### config.mk
export PLATFORM = sky130hd
export DESIGN_NAME = guess_ctrl
export DESIGN_NICKNAME = d
export VERILOG_FILES = /design/src/rtl/guess_ctrl.sv
export SDC_FILE = /design/constraint.sdc
export NUM_CORES = 1
export LEC_CHECK = 0
export CAP_MARGIN = 10
export CELL_PAD_IN_SITES_DETAIL_PLACEMENT = 1
export CELL_PAD_IN_SITES_GLOBAL_PLACEMENT = 2
export CORE_MARGIN = 2
export CORE_UTILIZATION = 30
export DETAILED_ROUTE_END_ITERATION = 12
export GPL_ROUTABILITY_DRIVEN = 1
export PLACE_DENSITY_LB_ADDON = 0.1
export SLEW_MARGIN = 20
export SYNTH_ARGS = -nofsm -noshare
export SYNTH_HDL_FRONTEND = slang
export SYNTH_SLANG_ARGS = --single-unit
### constraint.sdc
create_clock -name clk -period 2 [get_ports clk]
set_clock_uncertainty 0.15 [all_clocks]
set_input_delay 0.3 -clock clk [delete_from_list [all_inputs] [get_ports clk]]
set_output_delay 0.3 -clock clk [all_outputs]
set_load 0.1 [all_outputs]
### src/rtl/guess_ctrl.sv
`default_nettype none
// ============================================================================
// Module   : guess_ctrl
// Summary  : Control FSM for the guessing game: seeds the secret from the
//            start-button hold time, takes one guess per submit press and
//            drives the hint, win and lose indicators.
// Revision : 1.0 - initial release
// ============================================================================
module guess_ctrl #(
    parameter int HOLD_CYCLES = 25_000_000
) (
    input  logic       clk,
    input  logic       reset,
    input  logic       i_start,
    input  logic       i_submit,
    input  logic       i_over,
    input  logic       i_under,
    input  logic       i_equal,
    input  logic [3:0] i_remain,
    output logic       o_dp_reset,
    output logic       o_inc_actual,
    output logic       o_remain_en,
    output logic       o_ready,
    output logic       o_hint_over,
    output logic       o_hint_under,
    output logic       o_win,
    output logic       o_lose
);

    localparam int                 c_HOLD_W    = $clog2(HOLD_CYCLES + 1);
    localparam logic [c_HOLD_W-1:0] c_HOLD_LOAD = c_HOLD_W'(HOLD_CYCLES - 1);

    typedef enum logic [2:0] {
        S_IDLE    = 3'd0,
        S_CLEAR   = 3'd1,
        S_SEED    = 3'd2,
        S_WAIT    = 3'd3,
        S_COMPARE = 3'd4,
        S_HINT    = 3'd5,
        S_WIN     = 3'd6,
        S_LOSE    = 3'd7
    } state_t;

    state_t              r_state;
    state_t              w_next;
    logic                r_start_q;
    logic                r_submit_q;
    logic [c_HOLD_W-1:0] r_hold;
    logic                r_hint_over;
    logic                r_hint_under;
    logic                w_start_rise;
    logic                w_submit_rise;

    assign w_start_rise  = i_start  & ~r_start_q;
    assign w_submit_rise = i_submit & ~r_submit_q;

    // Edge registers reset high so a button held through reset is not an edge.
    always_ff @(posedge clk) begin
        if (!reset) begin
            r_state      <= S_IDLE;
            r_start_q    <= 1'b1;
            r_submit_q   <= 1'b1;
            r_hold       <= '0;
            r_hint_over  <= 1'b0;
            r_hint_under <= 1'b0;
        end else begin
            r_state    <= w_next;
            r_start_q  <= i_start;
            r_submit_q <= i_submit;

            if (r_state == S_COMPARE && w_next == S_HINT) begin
                r_hold <= c_HOLD_LOAD;
            end else if (r_state == S_HINT && r_hold != '0) begin
                r_hold <= r_hold - 1'b1;
            end

            if (r_state == S_CLEAR) begin
                r_hint_over  <= 1'b0;
                r_hint_under <= 1'b0;
            end else if (r_state == S_COMPARE) begin
                r_hint_over  <= ~i_equal & i_over;
                r_hint_under <= ~i_equal & i_under;
            end
        end
    end

    always_comb begin
        w_next       = r_state;
        o_dp_reset   = 1'b0;
        o_inc_actual = 1'b0;
        o_remain_en  = 1'b0;
        o_ready      = 1'b0;
        o_win        = 1'b0;
        o_lose       = 1'b0;
        case (r_state)
            S_IDLE: begin
                if (w_start_rise) w_next = S_CLEAR;
            end
            S_CLEAR: begin
                o_dp_reset = 1'b1;
                w_next     = S_SEED;
            end
            S_SEED: begin
                o_inc_actual = i_start;
                if (!i_start) w_next = S_WAIT;
            end
            S_WAIT: begin
                o_ready = 1'b1;
                if (w_submit_rise) w_next = S_COMPARE;
            end
            S_COMPARE: begin
                if (i_equal) begin
                    w_next = S_WIN;
                end else begin
                    o_remain_en = 1'b1;
                    // A zero count means the datapath was never cleared; end the game.
                    w_next      = (i_remain <= 4'd1) ? S_LOSE : S_HINT;
                end
            end
            S_HINT: begin
                if (r_hold == '0) w_next = S_WAIT;
            end
            S_WIN: begin
                o_win = 1'b1;
                if (w_start_rise) w_next = S_CLEAR;
            end
            S_LOSE: begin
                o_lose = 1'b1;
                if (w_start_rise) w_next = S_CLEAR;
            end
            default: w_next = S_IDLE;
        endcase
    end

    assign o_hint_over  = r_hint_over;
    assign o_hint_under = r_hint_under;

endmodule
`default_nettype wire

==> results of run 1 <==
[cell usage after synthesis (4+ instances only)]
cell type,count,area (µm²)
or4_1,15,113
clkbuf_1,6,22.5
dfxtp_1,32,641
nand2b_1,4,25.0
nor3_1,4,20.0
and3_1,4,25.0
inv_1,5,18.8
o31ai_1,12,90.1
o31a_1,4,35.0
nor2b_1,4,25.0
a21oi_1,10,50.1
nand2_1,9,33.8
nor2_1,17,63.8
a31oi_1,11,68.8
o21ai_1,6,30.0
o21ai_0,4,20.0
or3_1,8,50.1
[through the flow]
stage | instances | TNS [ns] | cell area, µm² | worst slack [ns] | utilization
2_1_floorplan | 197 | -0.0514 | 1750 | -0.0514 | -
3_3_place_gp | 318 | -0.310 | 2330 | -0.0959 | 0.423
3_5_place_dp | 318 | -0.861 | 2330 | -0.121 | 0.423
4_1_cts | 335 | -0.0758 | 2550 | -0.0339 | 0.464
5_1_grt | 341 | -1.15 | 2690 | -0.146 | 0.488
6_report | 341 | -0.0845 | 2690 | -0.0443 | 0.488
[sequential cells by signal (all words and copies together), names as in the netlist]
register / flops
r_hold: 25
r_state: 3
o_hint_over: 1
o_hint_under: 1
r_start_q: 1
r_submit_q: 1
[power by group]
group	internal [mW]	leakage (nW)	switching [mW]
combinational	0.0466	0.806	0.0549
clock	0.281	0.0455	0.242
sequential	0.639	0.262	0.00275
total	0.966	1.11	0.300
[area by class of cell]
class	count	area, µm²	share of cell area
multi-input cells	148	1130	0.421
repair buffers	75	701	0.261
flip-flops and latches	32	653	0.243
clock buffers	8	90.1	0.0335
well taps	72	90.1	0.0335
inverters	6	22.5	0.00838
[per-layer routing]
metal	vias up	track usage	part of all wire
met1	929	0.234	0.47
met3	7	0.0419	0.015
met2	10	0.323	0.50
li1	896	-	-
met4	0	0.0586	0.015
met5	-	0	0
[final timing paths]
path                              to  cells after the start
max          r_hold[24]$_SDFFE_PN0P_                      7
min          r_hold[15]$_SDFFE_PP0P_                      2
max reg2reg  r_hold[24]$_SDFFE_PN0P_                      7
min reg2reg  r_hold[15]$_SDFFE_PP0P_                      2
[worst max-delay path, cell delays in order, from the launching register on]
cell and delay, ns:
dfxtp_2 0.34, nor4_4 0.32, nand4_2 0.18, buf_4 0.18, buf_4 0.13, nor2_1 0.08, or4b_1 0.45, a31oi_1 0.14
[kinds of logic after synthesis]
group,synth area share
xor gates and xnor gates,0.0102
AOI/OAI and AO/OA,0.227
adders and majority gates,0.0146
buffers and inverters,0.0474
and+or+nand+nor,0.322
DFF,0.373
muxes,0.00584
[repair_timing]
item,in CTS,in global routing
pin swaps,19,13
endpoints found under the setup margin,17,27
hold buffers,0,0
buffers inserted,8,5
cloned,1,1
resized for setup,19,17
[cells in the final DEF, fill, tap and decap left out, drive strengths merged, types with 9 or more instances in the layout]
master         count
o21ai             10
a21oi             10
or4               15
buf               66
dfxtp             32
a31oi             11
nor2              17
or3                9
o31ai             12
clkdlybuf4s50      9
nand2              9
==> flow_metrics.py, run 1 <==
metrics = {
    "timing": {
        "worstMarginPinSlew_ns": 0.319,
        "drv_slew": 0,
        "slew_headroom": 0.785,
        "rsz0062_at_grt": "true",
        "fin_crit_sh": 1.02,
        "hold_ws_ns": 0.333,
        "final.min_clock_period_ns": 2.04,
        "setup_viol": 4,
        "hold_violations": 0,
        "max_freq_mhz": 489,
        "finalWorstSetupSlack_ns": -0.0443,
    },
    "die": {
        "start_util": 0.312,
        "pin_count": 19,
        "fp.dieW_um": 79.6,
        "chipHeight_um": 79.6,
        "fp-row-count": 27,
        "dieArea_mm2": 0.00634,
        "coreArea_mm2": 0.00551,
    },
    "synth": {
        "async_reset_ff_frac": 0,
        "synth_edf_count": 0,
        "netlist_instances": 197,
        "syn_avg_cell_area_um2": 8.71,
        "yosysWarningCount": 0,
        "netlist_area_mm2": 0.00172,
        "ys_ff_latch": 32,
        "ys_types": 49,
        "synth_nets": 210,
        "yosysSeqAreaShare": 0.373,
        "ys.flop_type": "dfxtp_1",
    },
    "global_routing": {
        "grt_pass1_vias": 1905,
        "grt-ovfl-total": 0,
        "grt_usage": 0.188,
        "grt_max_degree": 15,
        "antenna_found_initial": 0,
        "grt_pass1_wl_um": 9310,
    },
    "detailed_routing": {
        "wl_per_cell_um": 16.6,
        "route.detailed.drc": 0,
        "ant_nets": 0,
        "drtIter0Drc": 59,
        "vias": 1842,
        "drt_wl_total_um": 5660,
        "vias_per_cell": 5.40,
        "firstDrtPassIters": 3,
    },
    "finish": {
        "nNetsFinal": 281,
        "fillers": 650,
        "drive_above_1_share": 0.401,
        "antenna_cells": 0,
        "area_growth_pct": 56.6,
    },
    "clock_tree": {
        "ctsLongestPathBuffers": 2,
        "cts.sinks": 32,
        "clk_pin_slew_worst_paths_ns": 0.07,
        "cts_root_buf": "clkbuf_8",
        "h-tree-depth": 2,
        "cts_tree": "built",
        "clock_latency_ns": 0.28,
        "cts_buffers": 5,
    },
    "worst_setup_path": {
        "critPathArrivalTime_ns": 2.11,
        "critPathMaxFanout": 3,
        "crit_required_ns": 2.06,
        "crit_path_end_kind": "flop",
        "critPathLaunch": "r_hold[15]$_SDFFE_PP0P_",
        "r2r_slack_ns": -0.04,
        "critPathKind": "flop to flop",
        "start_kind": "flop",
        "r2r-start": "r_hold[15]$_SDFFE_PP0P_",
    },
    "power_and_ir_drop": {
        "vdd_ir_drop_max_mv": 0.271,
        "cellLeakagePower_nw": 1.11,
        "finalPower_mw": 1.27,
        "powerDensity_mw_per_mm2": 471,
    },
    "place": {
        "routabilityCongestion": 0.813,
        "io_buffer_count": 17,
        "dp_hpwl_um": 4010,
    },
    "outcome": {
        "failed_checks": "setup timing",
        "status": "finished, violations left",
    },
    "min_path": {
        "worstHoldStart": "r_hold[15]$_SDFFE_PP0P_",
        "hold_class": "flop to flop",
    },
    "run": {
        "drv_cap": 0,
    },
}
Power figures use the tool's default switching activity.
==> inputs of run 2 (changes only) <==
Settings changed: CORE_UTILIZATION 30 to 34.
Clock period 2 ns to 2.1 ns, I/O delays scaled along.
==> flow_metrics.py, run 2 (synthesis results as in run 1) <==
metrics = {
    "die": {
        "fp.dieW_um": 75.0,
        "coreArea_mm2": 0.00479,
        "pin_count": 19,
        "start_util": 0.358,
        "fp-row-count": 25,
        "dieArea_mm2": 0.00563,
        "chipHeight_um": 75.0,
    },
    "clock_tree": {
        "cts_tree": "built",
        "cts.sinks": 32,
        "cts_buffers": 5,
        "clock_latency_ns": 0.29,
        "cts_root_buf": "clkbuf_8",
        "ctsLongestPathBuffers": 2,
        "clk_pin_slew_worst_paths_ns": 0.07,
        "h-tree-depth": 2,
    },
    "worst_setup_path": {
        "critPathArrivalTime_ns": 1.56,
        "slowest_stage": "or3b_1",
        "critPathMaxFanout": 4,
        "start_kind": "flop",
        "crit_cells": 4,
        "crit_path_end_kind": "primary output",
        "critPathKind": "flop to primary output",
        "path_cells": "or3b_1 > buf_4 > nor2_4 > buf_12",
        "crit_path_max_incr_delay_ns": 0.42,
        "cp_top_family": "simple AND/OR/NAND/NOR gates",
        "r2r-start": "r_hold[0]$_SDFFE_PN0P_",
        "critPathLaunch": "r_state[0]$_SDFF_PN0_",
        "path_buf_inv": 2,
        "crit_required_ns": 1.63,
        "reg2reg_depth": 8,
        "reg2reg_to": "r_hold[20]$_SDFFE_PN0P_",
        "r2r_slack_ns": 0.10,
    },
    "detailed_routing": {
        "drt_wl_total_um": 5230,
        "drtIter0Drc": 65,
        "firstDrtPassIters": 4,
        "ant_nets": 0,
        "vias_per_cell": 5.62,
        "wl_per_cell_um": 17.0,
        "vias": 1730,
        "route.detailed.drc": 0,
    },
    "run": {
        "drv_cap": 0,
    },
    "timing": {
        "hold_ws_ns": 0.355,
        "rsz0062_at_grt": "true",
        "final.min_clock_period_ns": 2.03,
        "max_freq_mhz": 493,
        "finalWorstSetupSlack_ns": 0.0702,
        "drv_slew": 0,
        "hold_violations": 0,
        "setup_viol": 0,
        "slew_headroom": 0.647,
        "setup_tns_ns": 0,
        "fin_crit_sh": 0.967,
        "worstMarginPinSlew_ns": 0.526,
    },
    "power_and_ir_drop": {
        "cellLeakagePower_nw": 0.964,
        "vdd_ir_drop_max_mv": 0.429,
        "powerDensity_mw_per_mm2": 565,
        "finalPower_mw": 1.37,
    },
    "global_routing": {
        "grt-ovfl-total": 0,
        "antenna_found_initial": 0,
        "grt_pass1_vias": 1846,
        "grt_pass1_wl_um": 8710,
        "grt_usage": 0.205,
        "grt_max_degree": 21,
    },
    "finish": {
        "reg_top3": "r_hold (25), r_state (3)",
        "layout_common_cells": "dfxtp_1, buf_4, nor2_1",
        "utilization": 0.507,
        "antenna_cells": 0,
        "drive_above_1_share": 0.307,
        "multiInputGateArea_mm2": 0.00107,
        "nNetsFinal": 253,
        "area_growth_pct": 41.6,
        "top_register": "r_hold",
        "layout_commonest_cell": "dfxtp_1",
        "largest_reg_flops": 25,
        "regArea_um2": 646,
        "fillers": 560,
    },
    "min_path": {
        "worstHoldStart": "r_hold[15]$_SDFFE_PP0P_",
        "min_to": "r_hold[15]$_SDFFE_PP0P_",
        "hold_class": "flop to flop",
        "hold_depth": 2,
    },
    "place": {
        "dp_hpwl_um": 3820,
        "routabilityCongestion": 0.852,
        "place_ws_ns": -0.0438,
        "io_buffer_count": 17,
    },
    "outcome": {
        "status": "finished, final reports clean",
    },
}
==> run 2: how the worst max path moves through the flow <==
stage / end / slack, ns
after floorplan: r_state[0]$_SDFF_PN0_ / -0.03
after global placement: r_hold[8]$_SDFFE_PP0P_ / 0.02
after detailed placement: r_hold[8]$_SDFFE_PP0P_ / -0.04
after CTS: r_hold[20]$_SDFFE_PN0P_ / 0.0001
after global routing: r_hold[24]$_SDFFE_PN0P_ / -0.02
final: o_remain_en / 0.07
==> run 2: tightest hold or removal path: stages, from the launching register on <==
cell     delay [ns]
dfxtp_1        0.35
nand2_1        0.07
o21ai_1        0.05
==> run 2: stage by stage <==
stage                     cell area [µm²]  cells
after floorplan                      1750    197
after global placement               2210    296
after detailed placement             2210    296
after CTS                            2340    304
after global routing                 2430    308
final                                2430    308
==> run 2: area by class of cell <==
cell class | instances | share of cell area
timing repair buffer | 47 | 0.197
multi-input combinational | 148 | 0.442
sequential | 32 | 0.266
tap | 67 | 0.0345
clock buffer | 7 | 0.0397
clock inverter | 1 | 0.0124
inverter | 6 | 0.00927
==> run 2: power breakdown <==
part           internal (mW)  switching (mW)  leakage, nW
registers              0.611         0.00265        0.260
clock network          0.419           0.247       0.0645
logic                 0.0422          0.0495        0.639
==> run 2: metal layers <==
| metal | global-route usage | vias up | part of all wire | wire, µm |
|---|---|---|---|---|
| met5 | 0 | - | 0 | 0 |
| met4 | 0.101 | 0 | 0.023 | 119 |
| met3 | 0.0495 | 15 | 0.029 | 154 |
| met2 | 0.356 | 27 | 0.53 | 2770 |
| met1 | 0.234 | 847 | 0.42 | 2190 |
| li1 | - | 841 | - | - |
==> run 2: what timing repair did <==
item                       4_1_cts  5_1_grt
setup endpoints to repair        0       24
gates resized for setup          0       19
setup buffers                    0        4
hold buffers                     0        0
==> inputs of run 3 (changes only) <==
Settings changed: GPL_ROUTABILITY_DRIVEN 1 to 0, SKIP_LAST_GASP set to 1.
==> flow_metrics.py, run 3 (synthesis results as in run 1) <==
metrics = {
    "place": {
        "io_buffer_count": 17,
        "place_ws_ns": -0.0438,
        "dp_cells": 296,
        "dp_hpwl_um": 3820,
        "dpl_cell_area_mm2": 0.00221,
    },
    "timing": {
        "max_freq_mhz": 492,
        "final.min_clock_period_ns": 2.03,
        "finalWorstSetupSlack_ns": 0.0688,
        "drv_slew": 0,
        "slew_headroom": 0.649,
        "hold_ws_ns": 0.352,
        "setup_viol": 0,
        "fin_crit_sh": 0.967,
        "hold_violations": 0,
        "rsz0062_at_grt": "true",
        "setup_tns_ns": 0,
        "worstMarginPinSlew_ns": 0.522,
    },
    "clock_tree": {
        "cts_tree": "built",
        "h-tree-depth": 2,
        "clk_pin_slew_worst_paths_ns": 0.07,
        "ctsLongestPathBuffers": 2,
        "cts_buffers": 5,
        "cts_root_buf": "clkbuf_8",
        "clock_latency_ns": 0.29,
        "cts.sinks": 32,
        "postCtsHoldBufs": 0,
    },
    "worst_setup_path": {
        "start_kind": "flop",
        "r2r_slack_ns": 0.08,
        "path_cells": "or3b_1 > buf_4 > nor2_4 > buf_12",
        "reg2reg_depth": 8,
        "critPathKind": "flop to primary output",
        "crit_required_ns": 1.63,
        "reg2reg_to": "r_hold[20]$_SDFFE_PN0P_",
        "crit_path_max_incr_delay_ns": 0.42,
        "crit_cells": 4,
        "critPathArrivalTime_ns": 1.57,
        "r2r-start": "r_hold[0]$_SDFFE_PN0P_",
        "slowest_stage": "or3b_1",
        "critPathLaunch": "r_state[0]$_SDFF_PN0_",
        "cp_top_family": "simple AND/OR/NAND/NOR gates",
        "crit_path_end": "o_remain_en",
        "crit_path_end_kind": "primary output",
        "critPathMaxFanout": 4,
        "path_buf_inv": 2,
    },
    "die": {
        "fp.dieW_um": 75.0,
        "chipHeight_um": 75.0,
        "fp-row-count": 25,
        "dieArea_mm2": 0.00563,
        "coreArea_mm2": 0.00479,
        "start_util": 0.358,
        "pin_count": 19,
    },
    "global_routing": {
        "grt_usage": 0.205,
        "antenna_found_initial": 0,
        "grt_pass1_vias": 1846,
        "grt_pass1_wl_um": 8710,
        "grt_max_degree": 21,
        "grt-ovfl-total": 0,
    },
    "finish": {
        "instances_no_fill": 308,
        "antenna_cells": 0,
        "reg_top3": "r_hold (25), r_state (3)",
        "nNetsFinal": 253,
        "design_area_mm2": 0.00241,
        "area_growth_pct": 40.8,
        "top_register": "r_hold",
        "layout_common_cells": "dfxtp_1, buf_4, nor2_1, or4_1, o31ai_1",
        "utilization": 0.505,
        "drive_above_1_share": 0.286,
        "largest_reg_flops": 25,
        "layout_commonest_cell": "dfxtp_1",
    },
    "detailed_routing": {
        "vias_per_cell": 5.65,
        "route.detailed.drc": 0,
        "wl_per_cell_um": 17.1,
        "drt_wl_total_um": 5260,
        "drtIter0Drc": 63,
        "firstDrtPassIters": 4,
        "ant_nets": 0,
        "vias": 1741,
    },
    "outcome": {
        "status": "finished, final reports clean",
    },
    "power_and_ir_drop": {
        "cellLeakagePower_nw": 0.957,
        "vdd_ir_drop_max_mv": 0.428,
        "finalPower_mw": 1.37,
        "powerDensity_mw_per_mm2": 567,
    },
    "min_path": {
        "hold_class": "flop to flop",
    },
    "run": {
        "drv_cap": 0,
    },
}
-- run 3: worst min-delay path, delay by kind of cell (launching register included) --
kind / cells / cell delay [ns]
DFF: 1 / 0.34
and+or+nand+nor: 1 / 0.07
AOI/OAI and AO/OA: 1 / 0.05
-- run 3: repair_timing --
item | in CTS | in global routing
setup buffers | 0 | 4
gates resized for setup | 0 | 14
setup endpoints to repair | 0 | 24
-- run 3: final cells by class --
cell class | instances | area [µm²]
tap | 67 | 83.8
inverter | 6 | 22.5
multi-input combinational | 148 | 1060
clock buffer | 7 | 96.3
clock inverter | 1 | 30.0
sequential | 32 | 643
fill | 562 | 2370
timing repair buffer | 47 | 478
-- run 3: power breakdown --
group          total [mW]  switching, mW  leakage [nW]  internal (mW)
Sequential          0.613        0.00265         0.259          0.611
Clock               0.664          0.245        0.0645          0.419
Combinational      0.0920         0.0499         0.633         0.0422
-- run 3: worst min-delay path by stage --
stage | from | endpoint | slack, ns | cells past startpoint
floorplan | reset | r_start_q$_SDFF_PN1_ | 0.24 | 1
global placement | r_hold[23]$_SDFFE_PP0P_ | r_hold[23]$_SDFFE_PP0P_ | 0.32 | 2
detailed placement | r_hold[23]$_SDFFE_PP0P_ | r_hold[23]$_SDFFE_PP0P_ | 0.33 | 2
CTS | r_hold[23]$_SDFFE_PP0P_ | r_hold[23]$_SDFFE_PP0P_ | 0.34 | 2
global route | r_hold[10]$_SDFFE_PP0P_ | r_hold[10]$_SDFFE_PP0P_ | 0.40 | 2
finish | r_hold[15]$_SDFFE_PP0P_ | r_hold[15]$_SDFFE_PP0P_ | 0.35 | 2
-- run 3: per-layer routing --
| layer | wire (µm) | share of wire | GRT usage |
|---|---|---|---|
| met1 | 2200 | 0.42 | 0.234 |
| met2 | 2730 | 0.52 | 0.356 |
| met3 | 162 | 0.031 | 0.0495 |
| met4 | 156 | 0.030 | 0.101 |
| met5 | 0 | 0 | 0 |
